### src/rtl/rca_adder.sv
// N-bit ripple-carry adder with a registered output stage.
// Computes {Cout,S} = A + B + Cin through a chain of 1-bit full-adder
// cells and also exports the per-bit propagate vector P = A ^ B.

// One full-adder cell: propagate, sum and carry-out for a single bit.
module rca_fa_cell (
    input  logic a,
    input  logic b,
    input  logic ci,
    output logic p,
    output logic s,
    output logic co
);

    assign p  = a ^ b;
    assign s  = p ^ ci;
    assign co = (a & b) | (ci & p);

endmodule

module rca_adder #(
    parameter int N = 16
) (
    input  logic         clk,
    input  logic         rst_n,
    input  logic [N-1:0] A,
    input  logic [N-1:0] B,
    input  logic         Cin,
    output logic [N-1:0] S,
    output logic         Cout,
    output logic [N-1:0] P
);

    // c[i] is the carry into bit i; c[N] is the carry out of the top bit.
    logic [N:0]   c;
    logic [N-1:0] s_next;
    logic [N-1:0] p_next;

    assign c[0] = Cin;

    // Structural ripple chain: the carry path runs through every cell in
    // turn, so the clock period must cover N full-adder delays.
    for (genvar i = 0; i < N; i++) begin : g_cell
        rca_fa_cell u_cell (
            .a  (A[i]),
            .b  (B[i]),
            .ci (c[i]),
            .p  (p_next[i]),
            .s  (s_next[i]),
            .co (c[i+1])
        );
    end

    // Output registers: capture the settled ripple result each cycle so
    // that internal carry glitches never reach the ports.
    always_ff @(posedge clk or negedge rst_n) begin
        if (!rst_n) begin
            S    <= '0;
            Cout <= 1'b0;
            P    <= '0;
        end else begin
            // NOTE: non-blocking assignments keep every register sampling
            // pre-edge values, so ordering inside this block cannot matter.
            S    <= s_next;
            Cout <= c[N];
            P    <= p_next;
        end
    end

endmodule

### config.mk
export PLATFORM = sky130hd
export DESIGN_NAME = rca_adder
export DESIGN_NICKNAME = d
export VERILOG_FILES = /design/src/rtl/rca_adder.sv
export SDC_FILE = /design/constraint.sdc
export NUM_CORES = 1
export LEC_CHECK = 0
export ABC_AREA = 1
export CAP_MARGIN = 20
export CORE_MARGIN = 2
export CORE_UTILIZATION = 36
export DETAILED_ROUTE_END_ITERATION = 8
export MAX_ROUTING_LAYER = met4
export PLACE_DENSITY = 0.79
export REMOVE_ABC_BUFFERS = 1
export SLEW_MARGIN = 20
export SYNTH_ARGS = -nofsm -noshare
export SYNTH_HDL_FRONTEND = slang
export SYNTH_SLANG_ARGS = --single-unit
### constraint.sdc
create_clock -name clk -period 0.8 [get_ports clk]
set_input_delay 0.16 -clock clk [delete_from_list [all_inputs] [get_ports clk]]
set_output_delay 0.16 -clock clk [all_outputs]
set_load 0.02 [all_outputs]
# Word-level counts from Yosys, hierarchy flattened
# Index checks and enable logic that the tools add are counted.
dict set report totals {
  out_inout_bits 33
  wordCells 83
  reg_bits 33
  input_bits 35
}
dict set report op_classes {
  n_bitwise 80
}
# cell n
set ops {}
lappend ops {{1-bit AND} 32}
lappend ops {{1-bit bitwise XOR} 32}
lappend ops {{1-bit bitwise OR} 16}

# Longest topological paths before layout
# Gate-level depths: netlist of run 1.
dict set report logic_depth {
  depth_word 33
  mapped_depth 20
  ltp_nobuf 20
}

# Modules after synthesis
# From an unflattened synthesis of run 1, not the netlist that was laid out.
dict set report hier_totals {
  cells_unflattened 65
  hier_area_um2 1346.3
}
# module cells_each area_each_um2 instances
set by_module_without_submodules {}
lappend by_module_without_submodules {rca_adder 33 825.8 1}
lappend by_module_without_submodules {rca_fa_cell 2 32.5 16}

# Least setup slack after synthesis of run 1
# No wires, ideal clock.
dict set report synth_timing {
  path_type {input port to flip-flop}
  start {input port A[0]}
  end {register S[15]}
  n_path_buf 0
  stages 20
  t_arrival_ps 6223
  setup_slack_ps -5487
  path_cell_list {fa_1 > fa_1 > fa_1 > fa_1 > fa_1 > fa_1 > fa_1 > fa_1 > fa_1 > inv_1 > fa_1 > inv_1 > fa_1 > fa_1 > fa_1 > fa_1 > fa_1 > inv_1 > fa_1 > inv_1}
}
dict set report synth_via {
  elab_chain_len 32
  elab_cells_between_ends 33
  classes_between {33 x bitwise}
}
# element line
set synth_rtl {}
lappend synth_rtl {{start, declared} 26} ;# input logic [N-1:0] A,
lappend synth_rtl {{1-bit bitwise XOR} 15} ;# assign p = a ^ b;
lappend synth_rtl {{1-bit AND} 17} ;# assign co = (a & b) | (ci & p);
lappend synth_rtl {{1-bit bitwise OR *} 17}
lappend synth_rtl {{1-bit AND *} 17}
lappend synth_rtl {{1-bit bitwise OR *} 17}
lappend synth_rtl {{1-bit AND *} 17}
lappend synth_rtl {{1-bit bitwise OR *} 17}
lappend synth_rtl {{1-bit AND *} 17}
lappend synth_rtl {{(+17 left out)} -}
lappend synth_rtl {{1-bit AND *} 17}
lappend synth_rtl {{1-bit bitwise OR *} 17}
lappend synth_rtl {{1-bit AND *} 17}
lappend synth_rtl {{1-bit bitwise OR *} 17}
lappend synth_rtl {{1-bit AND *} 17}
lappend synth_rtl {{1-bit bitwise OR *} 17}
lappend synth_rtl {{1-bit bitwise XOR *} 16} ;# assign s = p ^ ci;
lappend synth_rtl {{named net g_cell[15].u_cell.s} 11} ;# output logic s,
lappend synth_rtl {{end signal, assigned} 64} ;# S <= s_next;
lappend synth_rtl {{end, declared} 29} ;# output logic [N-1:0] S,
# Mark *: on every way through the listed nets, which the timed path passes. The rest lies on a longest branch.

# Worst setup path after layout of run 1
# Same ends and word-level chain as after synthesis.

==> out/qor.txt, run 1 <==
largest net degree at the start of global routing: 34
die area: 4360 um^2
Clock transition at path regs: 0.06 ns
Layout Cells excl Fill: 202
Syn Area/Cell: 18.5 um^2
Worst IR Drop VDD: 1.45 mV
Yosys Warn Count: 0
Fin. Hold Viols: 0
Die Width: 66 um
Final Cell Area: 2330 um^2
CTS Buf Count: 5
Startpoint Class: input port
pre-CTS WS: -6.30 ns
Antenna diodes: 0
synthesis-stage register bit count: 33
Max Slew Vio Count: 0
DR WL/cell: 12.8 um
DRT antenna net count: 0
FMAX: 174 MHz
FF/Latch Area: 826 um^2
Unique masters post-synth: 4
RSZ-0062 raised after global routing: yes
post-route minimum period: 5.76 ns
final setup fails: 50
failing checks: setup timing
Post-DP Area: 2160 um^2
Tot Pwr: 4.67 mW
status: finished, violations left
worst-margin pin slew: 0.176 ns
Critical Path AT: 5.97 ns
max-cap check violation count: 0
Via density: 4.09
first-pass GRT wire length: 4.23 mm
post-layout util: 63.3%
final wirelength: 2.58 mm
number of I/O pins: 68
area of the multi-input gates: 561 um^2
Top cell by count, worst path: fa_2
Mapped Cells: 75
relative slew slack: 88.3%
DRT Pass-1 Iters: 2
worst hold margin: 0.117 ns
All-Layer GR Usage: 13.9%
Critical Path End Type: flop
clk sink count: 33
Slowest cell on crit path: fa_2
Nets: 221
CTS tree: built
number of I/O port buffers: 67
pwr/cell area: 2000 nW/um^2
layout cells sized above 1: 44.8%
critical path cell sequence: buf_8 > fa_2 > fa_2 > fa_2 > fa_2 > fa_2 > fa_2 > fa_2 > fa_2 > fa_2 > inv_2 > fa_2 > inv_2 > fa_2 > fa_2 > fa_2 > fa_2 > fa_2 > inv_2 > fa_2 > inv_2
die height: 66 um
fin worst setup slack: -4.96 ns
clk buf depth: 2
Pleak: 1.11 nW
HPWL after DPL: 2.05 mm
Placer Congestion: 0.648
post-route setup TNS: -47.79 ns
initial antenna violation count: 0
Post-Syn Area: 1380 um^2
delay of the slowest cell on the worst path: 0.42 ns
H-tree lvl count: 2
area of the core: 3690 um^2
CP required: 1.02 ns
Initial Util: 37.5%
Final period util: 720%
CP endpoint: S[15]
Remaining DRCs: 0
Post-CTS Setup Inserts: 0
CP Class: in2reg
global route total overflow: 0
CP max FO: 2
Root Buffer Master: clkbuf_8
register area share after synthesis: 59.7%
area grow syn2layout: 68.6%
vias in the first global route: 987
Setup crit start: A[0]
Iter 0 DRT Violations: 8
via count: 827
Hold WC Path Type: in2reg
Fillers: 288
hold path cells: 2
Post-Place Cells: 195
FP Rows: 22
power by group:
| group | total [mW] | switching, mW | internal (mW) |
|---|---|---|---|
| clock | 1.23 | 0.544 | 0.682 |
| sequential | 2.03 | 0.114 | 1.92 |
| combinational | 1.41 | 0.657 | 0.755 |
| total | 4.67 | 1.32 | 3.35 |
synth_stat cells:
cell type	count	area, um^2
inv_1	10	37.5
ha_1	16	200
fa_1	16	320
dfrtp_1	33	826
what timing repair did:
| action | CTS | global route |
|---|---|---|
| pin swaps | 6 | 5 |
| hold buffers | 0 | 0 |
| setup endpoints to repair | 54 | 53 |
| resized for setup | 233 | 8 |
| cloned | 0 | 0 |
worst max-delay path, delay by kind of cell:
kind | cells | cell delay [ns]
adders and majority gates | 16 | 5.48
buffers and inverters | 5 | 0.32
cell usage in the layout (no fill, tap or decap), drive strengths merged:
master	Yosys	layout
buf	0	41
dfrtp	33	33
clkdlybuf4s50	0	24
fa	16	16
ha	16	16
inv	10	10
clkbuf	0	7
dlymetal6s2s	0	4
dlygate4sd2	0	3
logic make-up (layout without fill, tap and decap cells):
| kind of cell | after synthesis | after routing | share of synthesized area [%] |
|---|---|---|---|
| adder cells (fa/ha/maj) | 32 | 32 | 37.6 |
| flip-flops | 33 | 33 | 59.7 |
| buffers and inverters | 10 | 89 | 2.71 |
layer usage:
layer	wire length (um)	global-route usage (%)	part of all wire (%)	vias to the layer above
li1	-	-	-	373
met1	875	13.8	34	403
met2	1380	23.9	53	49
met3	313	7.16	12	2
met4	10	3.83	0.39	0
met5	0	-	0	-
final cells by class:
class / count / share of cell area (%)
inverters: 10 / 1.61
repair buffers: 72 / 32.7
multi-input cells: 32 / 24.0
clock buffers: 7 / 3.70
flip-flops and latches: 33 / 35.4
well taps: 48 / 2.57
worst min-delay path by stage:
| stage | to | slack, ns | startpoint |
|---|---|---|---|
| 2_1_floorplan | Cout | -0.14 | rst_n |
| 3_3_place_gp | P[6] | 0.54 | rst_n |
| 3_5_place_dp | P[6] | 0.56 | rst_n |
| 4_1_cts | P[0] | 0.11 | A[0] |
| 5_1_grt | P[0] | 0.11 | A[0] |
| 6_report | P[0] | 0.12 | A[0] |
sequential cells by signal, summed over array words and instances (netlist names):
name,cells
S,16
P,16
Cout,1
No activity file was read; power rests on OpenSTA's default activity.
==> run 2: changes to the inputs <==
- PLACE_DENSITY: 0.79 -> 0.84
==> run 2 against run 1 <==
The run still ends with setup timing left. Power is 1.5% lower. Sequential power hardly changed. Routed wire length is 4.7% higher. Via count is 2.4% higher. Largest cell class unchanged.
==> out/qor.txt, run 2 (same netlist as run 1, synthesis figures left out) <==
number of I/O pins: 68 (unchanged)
die height: 66 um (unchanged)
relative slew slack: 87.8% (-0.49 points)
post-route minimum period: 5.71 ns (-0.0521 ns)
layout cells sized above 1: 41.9% (-2.9 points)
All-Layer GR Usage: 14.6% (+0.74 points)
largest net degree at the start of global routing: 34 (unchanged)
Clock Power Share: 25.4% (-0.9 points)
clk buf depth: 2 (unchanged)
delay-heaviest family, CP: adder cells
hold path cells: 2 (unchanged)
CP Class: in2reg
DR WL/cell: 13.3 um (+4.2%)
FF/Latch Area: 826 um^2 (unchanged)
worst-margin pin slew: 0.183 ns (+0.00742 ns)
CTS Buf Count: 5 (unchanged)
CTS Hold Bufs: 0 (unchanged)
CP max FO: 2 (unchanged)
status: finished, violations left
Initial Util: 37.5% (unchanged)
Seq pwr share: 44.2% (+0.7 points)
failing checks: setup timing
DRT antenna net count: 0 (unchanged)
WP buf/inv: 5 (unchanged)
area of the multi-input gates: 558 um^2 (-0.45%)
FP Rows: 22 (unchanged)
post-layout util: 63.1% (-0.20 points)
clk sink count: 33 (unchanged)
Fin. Hold Viols: 0 (unchanged)
critical path cell sequence: buf_8 > fa_2 > fa_2 > fa_2 > fa_2 > fa_2 > fa_2 > fa_2 > fa_2 > fa_2 > inv_2 > fa_2 > inv_2 > fa_2 > fa_2 > fa_2 > fa_2 > fa_2 > inv_2 > fa_1 > inv_1
FMAX: 175 MHz (+0.91%)
Root Buffer Master: clkbuf_8
Worst IR Drop VDD: 1.29 mV (-11%)
pwr/cell area: 1980 nW/um^2 (-1.2%)
Top Registers: P (16), S (16), Cout (1)
number of I/O port buffers: 67 (unchanged)
commonest non-fill, non-tap cell in the layout: buf_6
Via density: 4.17 (+1.9%)
final wirelength: 2.70 mm (+4.7%)
Clock transition at path regs: 0.06 ns (about the same)
Top cell by count, worst path: fa_2
RSZ-0062 raised after global routing: yes
Startpoint Class: input port
CTS tree: built
Remaining DRCs: 0 (unchanged)
via count: 847 (+2.4%)
delay of the slowest cell on the worst path: 0.39 ns (-0.03 ns)
Slowest cell on crit path: fa_1
vias in the first global route: 1,012 (+2.5%)
Die Width: 66 um (unchanged)
DRT Pass-1 Iters: 3 (+1)
CP endpoint: S[15]
switching power: 1.32 mW (+0.36%)
Pleak: 1.10 nW (-0.56%)
Internal: 3.28 mW (-2.2%)
HPWL after DPL: 2.15 mm (+4.7%)
die area: 4360 um^2 (unchanged)
Hold WC Path Type: in2reg
H-tree lvl count: 2 (unchanged)
Fillers: 295 (+2.4%)
max-cap check violation count: 0 (unchanged)
Nets: 221 (unchanged)
most frequent cells in the layout: buf_6 (34), dfrtp_1 (33), clkdlybuf4s50_1 (23), ha_1 (16), fa_2 (15)
area of the core: 3690 um^2 (unchanged)
Critical Path AT: 5.93 ns (-0.04 ns)
Placer Congestion: 0.687 (+6.1%)
CP required: 1.02 ns (about the same)
initial antenna violation count: 0 (unchanged)
Setup crit start: B[0]
area grow syn2layout: 68.1%
global route total overflow: 0 (unchanged)
Net Sw Frac: 28.7% (+0.53 points)
Final period util: 713% (-6.5 points)
Critical Path End Type: flop
fin worst setup slack: -4.91 ns (+0.0521 ns)
logic gate share of total power: 30.4% (+0.2 points)
Crit. path cell count: 21 (unchanged)
Iter 0 DRT Violations: 17 (+9)
pre-CTS WS: -6.24 ns (+0.0563 ns)
Antenna diodes: 0 (unchanged)
final setup fails: 49 (-2.0%)
Max Slew Vio Count: 0 (unchanged)
first-pass GRT wire length: 4.35 mm (+2.9%)
## run 2: per-layer routing
layer  up-vias  track usage, %  part of all wire, %
met4         0            6.89                  2.1
met2        46            25.9                   55
met5         -               -                    0
li1        374               -                    -
met3         7            6.98                   11
met1       420            13.0                   32
## run 2: power groups by stage
stage / logic, mW / registers (mW) / clock network (mW)
2_1_floorplan: 0.165 / 2.34 / 0
3_3_place_gp: 1.31 / 2.00 / 0
3_5_place_dp: 1.35 / 2.01 / 0
4_1_cts: 1.43 / 2.04 / 1.21
5_1_grt: 1.53 / 2.05 / 1.31
6_report: 1.40 / 2.03 / 1.17
## run 2: final cells by class
class	instances	area share (%)
Multi-Input combinational cell	32	24.0
Sequential cell	33	35.5
Timing Repair Buffer	72	32.9
Tap cell	48	2.58
Inverter	10	1.61
Clock buffer	8	3.44
## run 2: worst min-delay path by stage
| stage | slack [ns] | start | end |
|---|---|---|---|
| 3_3_place_gp | 0.54 | rst_n | P[8] |
| 4_1_cts | 0.10 | A[0] | P[0] |
| 6_report | 0.10 | B[0] | P[0] |
| 5_1_grt | 0.1 | B[0] | P[0] |
| 2_1_floorplan | -0.14 | rst_n | Cout |
| 3_5_place_dp | 0.55 | rst_n | P[9] |
## run 2: metrics by stage
stage	area, um^2	power (mW)	TNS [ns]	hold slack (ns)	cells
6_report	2330	4.60	-47.50	0.103	203
5_1_grt	2330	4.89	-49.78	0.0967	203
4_1_cts	2310	4.68	-51.63	0.101	203
3_5_place_dp	2160	3.37	-72.98	0.549	195
3_3_place_gp	2160	3.31	-71.99	0.543	195
2_1_floorplan	1380	2.50	-49.16	-0.136	75
## run 2: timing repair
item                                    CTS  global route
pin swaps                                16            16
resized for setup                       234             7
endpoints found under the setup margin   53            51
buffers inserted                          0             0
==> run 3: changes to the inputs <==
- REMOVE_ABC_BUFFERS: 1 -> not set
==> run 3 against run 2 <==
Critical path depth unchanged. Hold slack better by 0.023 ns. Sequential cell count is the same. First-iteration DRC count decreased by 47%. Critical path type unchanged. Fmax fell by 1.6%. Sequential share of layout area is 0.057 points higher. Utilization fell by 0.10 points. Setup slack worse by 0.093 ns. Clock power rose by 6%. Design area fell by 0.16%. Die area stayed put. Sequential power hardly changed. The flow still finishes with violations (setup timing).
==> out/qor.txt, run 3 (same netlist as run 1, synthesis figures left out) <==
Root Buffer Master: clkbuf_8
DRT Pass-1 Iters: 3 (unchanged)
Top Registers: P (16), S (16), Cout (1)
FP Rows: 22 (unchanged)
first-pass GRT wire length: 4.54 mm (+4.3%)
relative slew slack: 88.2% (+0.43 points)
Slowest cell on crit path: fa_2
pwr/cell area: 2010 nW/um^2 (+1.9%)
hold path cells: 2 (unchanged)
Layout Cells excl Fill: 201 (-0.99%)
HPWL after DPL: 2.10 mm (-2.2%)
Critical Path AT: 6.02 ns (+0.09 ns)
Fin. Hold Viols: 0 (unchanged)
Net Sw Frac: 28.4% (-0.25 points)
failing checks: setup timing
Initial Util: 37.5% (unchanged)
CP max FO: 2 (unchanged)
Post-DP Area: 2190 um^2 (+1.3%)
area of the multi-input gates: 561 um^2 (+0.45%)
Iter 0 DRT Violations: 9 (-8)
delay-heaviest family, CP: adder cells
global route total overflow: 0 (unchanged)
number of I/O port buffers: 67 (unchanged)
switching power: 1.33 mW (+0.84%)
WP buf/inv: 5 (unchanged)
most frequent cells in the layout: dfrtp_1 (33), buf_6 (33), clkdlybuf4s50_1 (24), fa_2 (16), ha_1 (16)
post-route setup TNS: -48.30 ns (-0.799 ns)
Clock Power Share: 26.5% (+1.1 points)
syn nets: 142
CP required: 1.02 ns (about the same)
worst-margin pin slew: 0.177 ns (-0.00640 ns)
clk buf depth: 2 (unchanged)
Seq pwr share: 43.5% (-0.7 points)
All-Layer GR Usage: 15.1% (+0.45 points)
Hold WC Path Type: in2reg
CTS Buf Count: 5 (unchanged)
post-route minimum period: 5.80 ns (+0.0932 ns)
die height: 66 um (unchanged)
initial antenna violation count: 0 (unchanged)
largest net degree at the start of global routing: 34 (unchanged)
Top cell by count, worst path: fa_2
CTS tree: built
FF/Latch Area: 826 um^2 (unchanged)
Placer Congestion: 0.673 (-2.1%)
status: finished, violations left
Final Cell Area: 2320 um^2 (-0.16%)
Remaining DRCs: 0 (unchanged)
area of the core: 3690 um^2 (unchanged)
DRT antenna net count: 0 (unchanged)
layout cells sized above 1: 44.4% (+2.5 points)
logic gate share of total power: 30.1% (-0.3 points)
Pleak: 1.10 nW (-0.58%)
fin worst setup slack: -5.00 ns (-0.0932 ns)
max-cap check violation count: 0 (unchanged)
Fillers: 288 (-2.4%)
Via density: 4.19 (+0.52%)
area grow syn2layout: 67.8%
Hold Crit Start: A[0]
Post-Place Cells: 194 (-0.51%)
clk sink count: 33 (unchanged)
vias in the first global route: 994 (-1.8%)
final wirelength: 2.68 mm (-0.81%)
critical path cell sequence: buf_8 > fa_2 > fa_2 > fa_2 > fa_2 > fa_2 > fa_2 > fa_2 > fa_2 > fa_2 > inv_2 > fa_2 > inv_2 > fa_2 > fa_2 > fa_2 > fa_2 > fa_2 > inv_2 > fa_2 > inv_2
pre-CTS WS: -5.68 ns (+0.562 ns)
Max Slew Vio Count: 0 (unchanged)
Die Width: 66 um (unchanged)
Worst IR Drop VDD: 1.45 mV (+12%)
RSZ-0062 raised after global routing: yes
H-tree lvl count: 2 (unchanged)
Final period util: 725% (+12 points)
die area: 4360 um^2 (unchanged)
delay of the slowest cell on the worst path: 0.42 ns (+0.03 ns)
final setup fails: 50 (+2.0%)
Antenna diodes: 0 (unchanged)
Nets: 220 (-0.45%)
CTS Hold Bufs: 0 (unchanged)
DR WL/cell: 13.3 um (+0.17%)
FMAX: 172 MHz (-1.6%)
Post-CTS Setup Inserts: 0 (unchanged)
Critical Path End Type: flop
Startpoint Class: input port
WHS Endpoint: P[0]
number of I/O pins: 68 (unchanged)
CP Class: in2reg
Internal: 3.35 mW (+2.1%)
via count: 843 (-0.47%)
Clock transition at path regs: 0.07 ns (about the same)
[run 3: final cells by class]
class | instances | area share (%)
Multi-Input combinational cell | 32 | 24.1
Inverter | 10 | 1.62
Tap cell | 48 | 2.59
Sequential cell | 33 | 35.6
Clock buffer | 7 | 3.72
Timing Repair Buffer | 71 | 32.4
[run 3: power by group through the flow]
| stage | sequential (mW) | combinational (mW) | clock [mW] |
|---|---|---|---|
| CTS | 2.04 | 1.43 | 1.28 |
| global placement | 2.00 | 1.34 | 0 |
| detailed placement | 2.01 | 1.38 | 0 |
| finish | 2.03 | 1.41 | 1.24 |
| global route | 2.06 | 1.54 | 1.35 |
| floorplan | 2.34 | 0.186 | 0 |
[run 3: repair_timing]
action,4_1_cts,5_1_grt
resized for setup,220,6
setup endpoints to repair,53,53
pin swaps,2,0
[run 3: routing by layer]
metal	part of all wire, %	routed length [um]	global-route usage [%]
met2	55	1480	25.4
met3	8.1	218	5.45
met1	35	948	16.9
met4	1.3	34	4.59
met5	0	0	-
[run 3: through the flow]
stage | hold slack [ns] | util, % | total power [mW]
4_1_cts | 0.131 | 62.7 | 4.75
2_1_floorplan | -0.136 | - | 2.52
5_1_grt | 0.122 | 63.0 | 4.94
3_3_place_gp | 0.543 | 59.4 | 3.34
6_report | 0.126 | 63.0 | 4.68
3_5_place_dp | 0.558 | 59.4 | 3.40
[run 3: worst max-delay path by stage]
stage,startpoint,end,slack (ns),cells past startpoint
2_1_floorplan,A[0],S[15],-4.98,20
3_3_place_gp,A[0],S[15],-5.62,21
3_5_place_dp,A[0],S[15],-5.68,21
4_1_cts,A[0],S[15],-5.01,21
5_1_grt,A[0],S[15],-5.15,21
6_report,A[0],S[15],-5.00,21
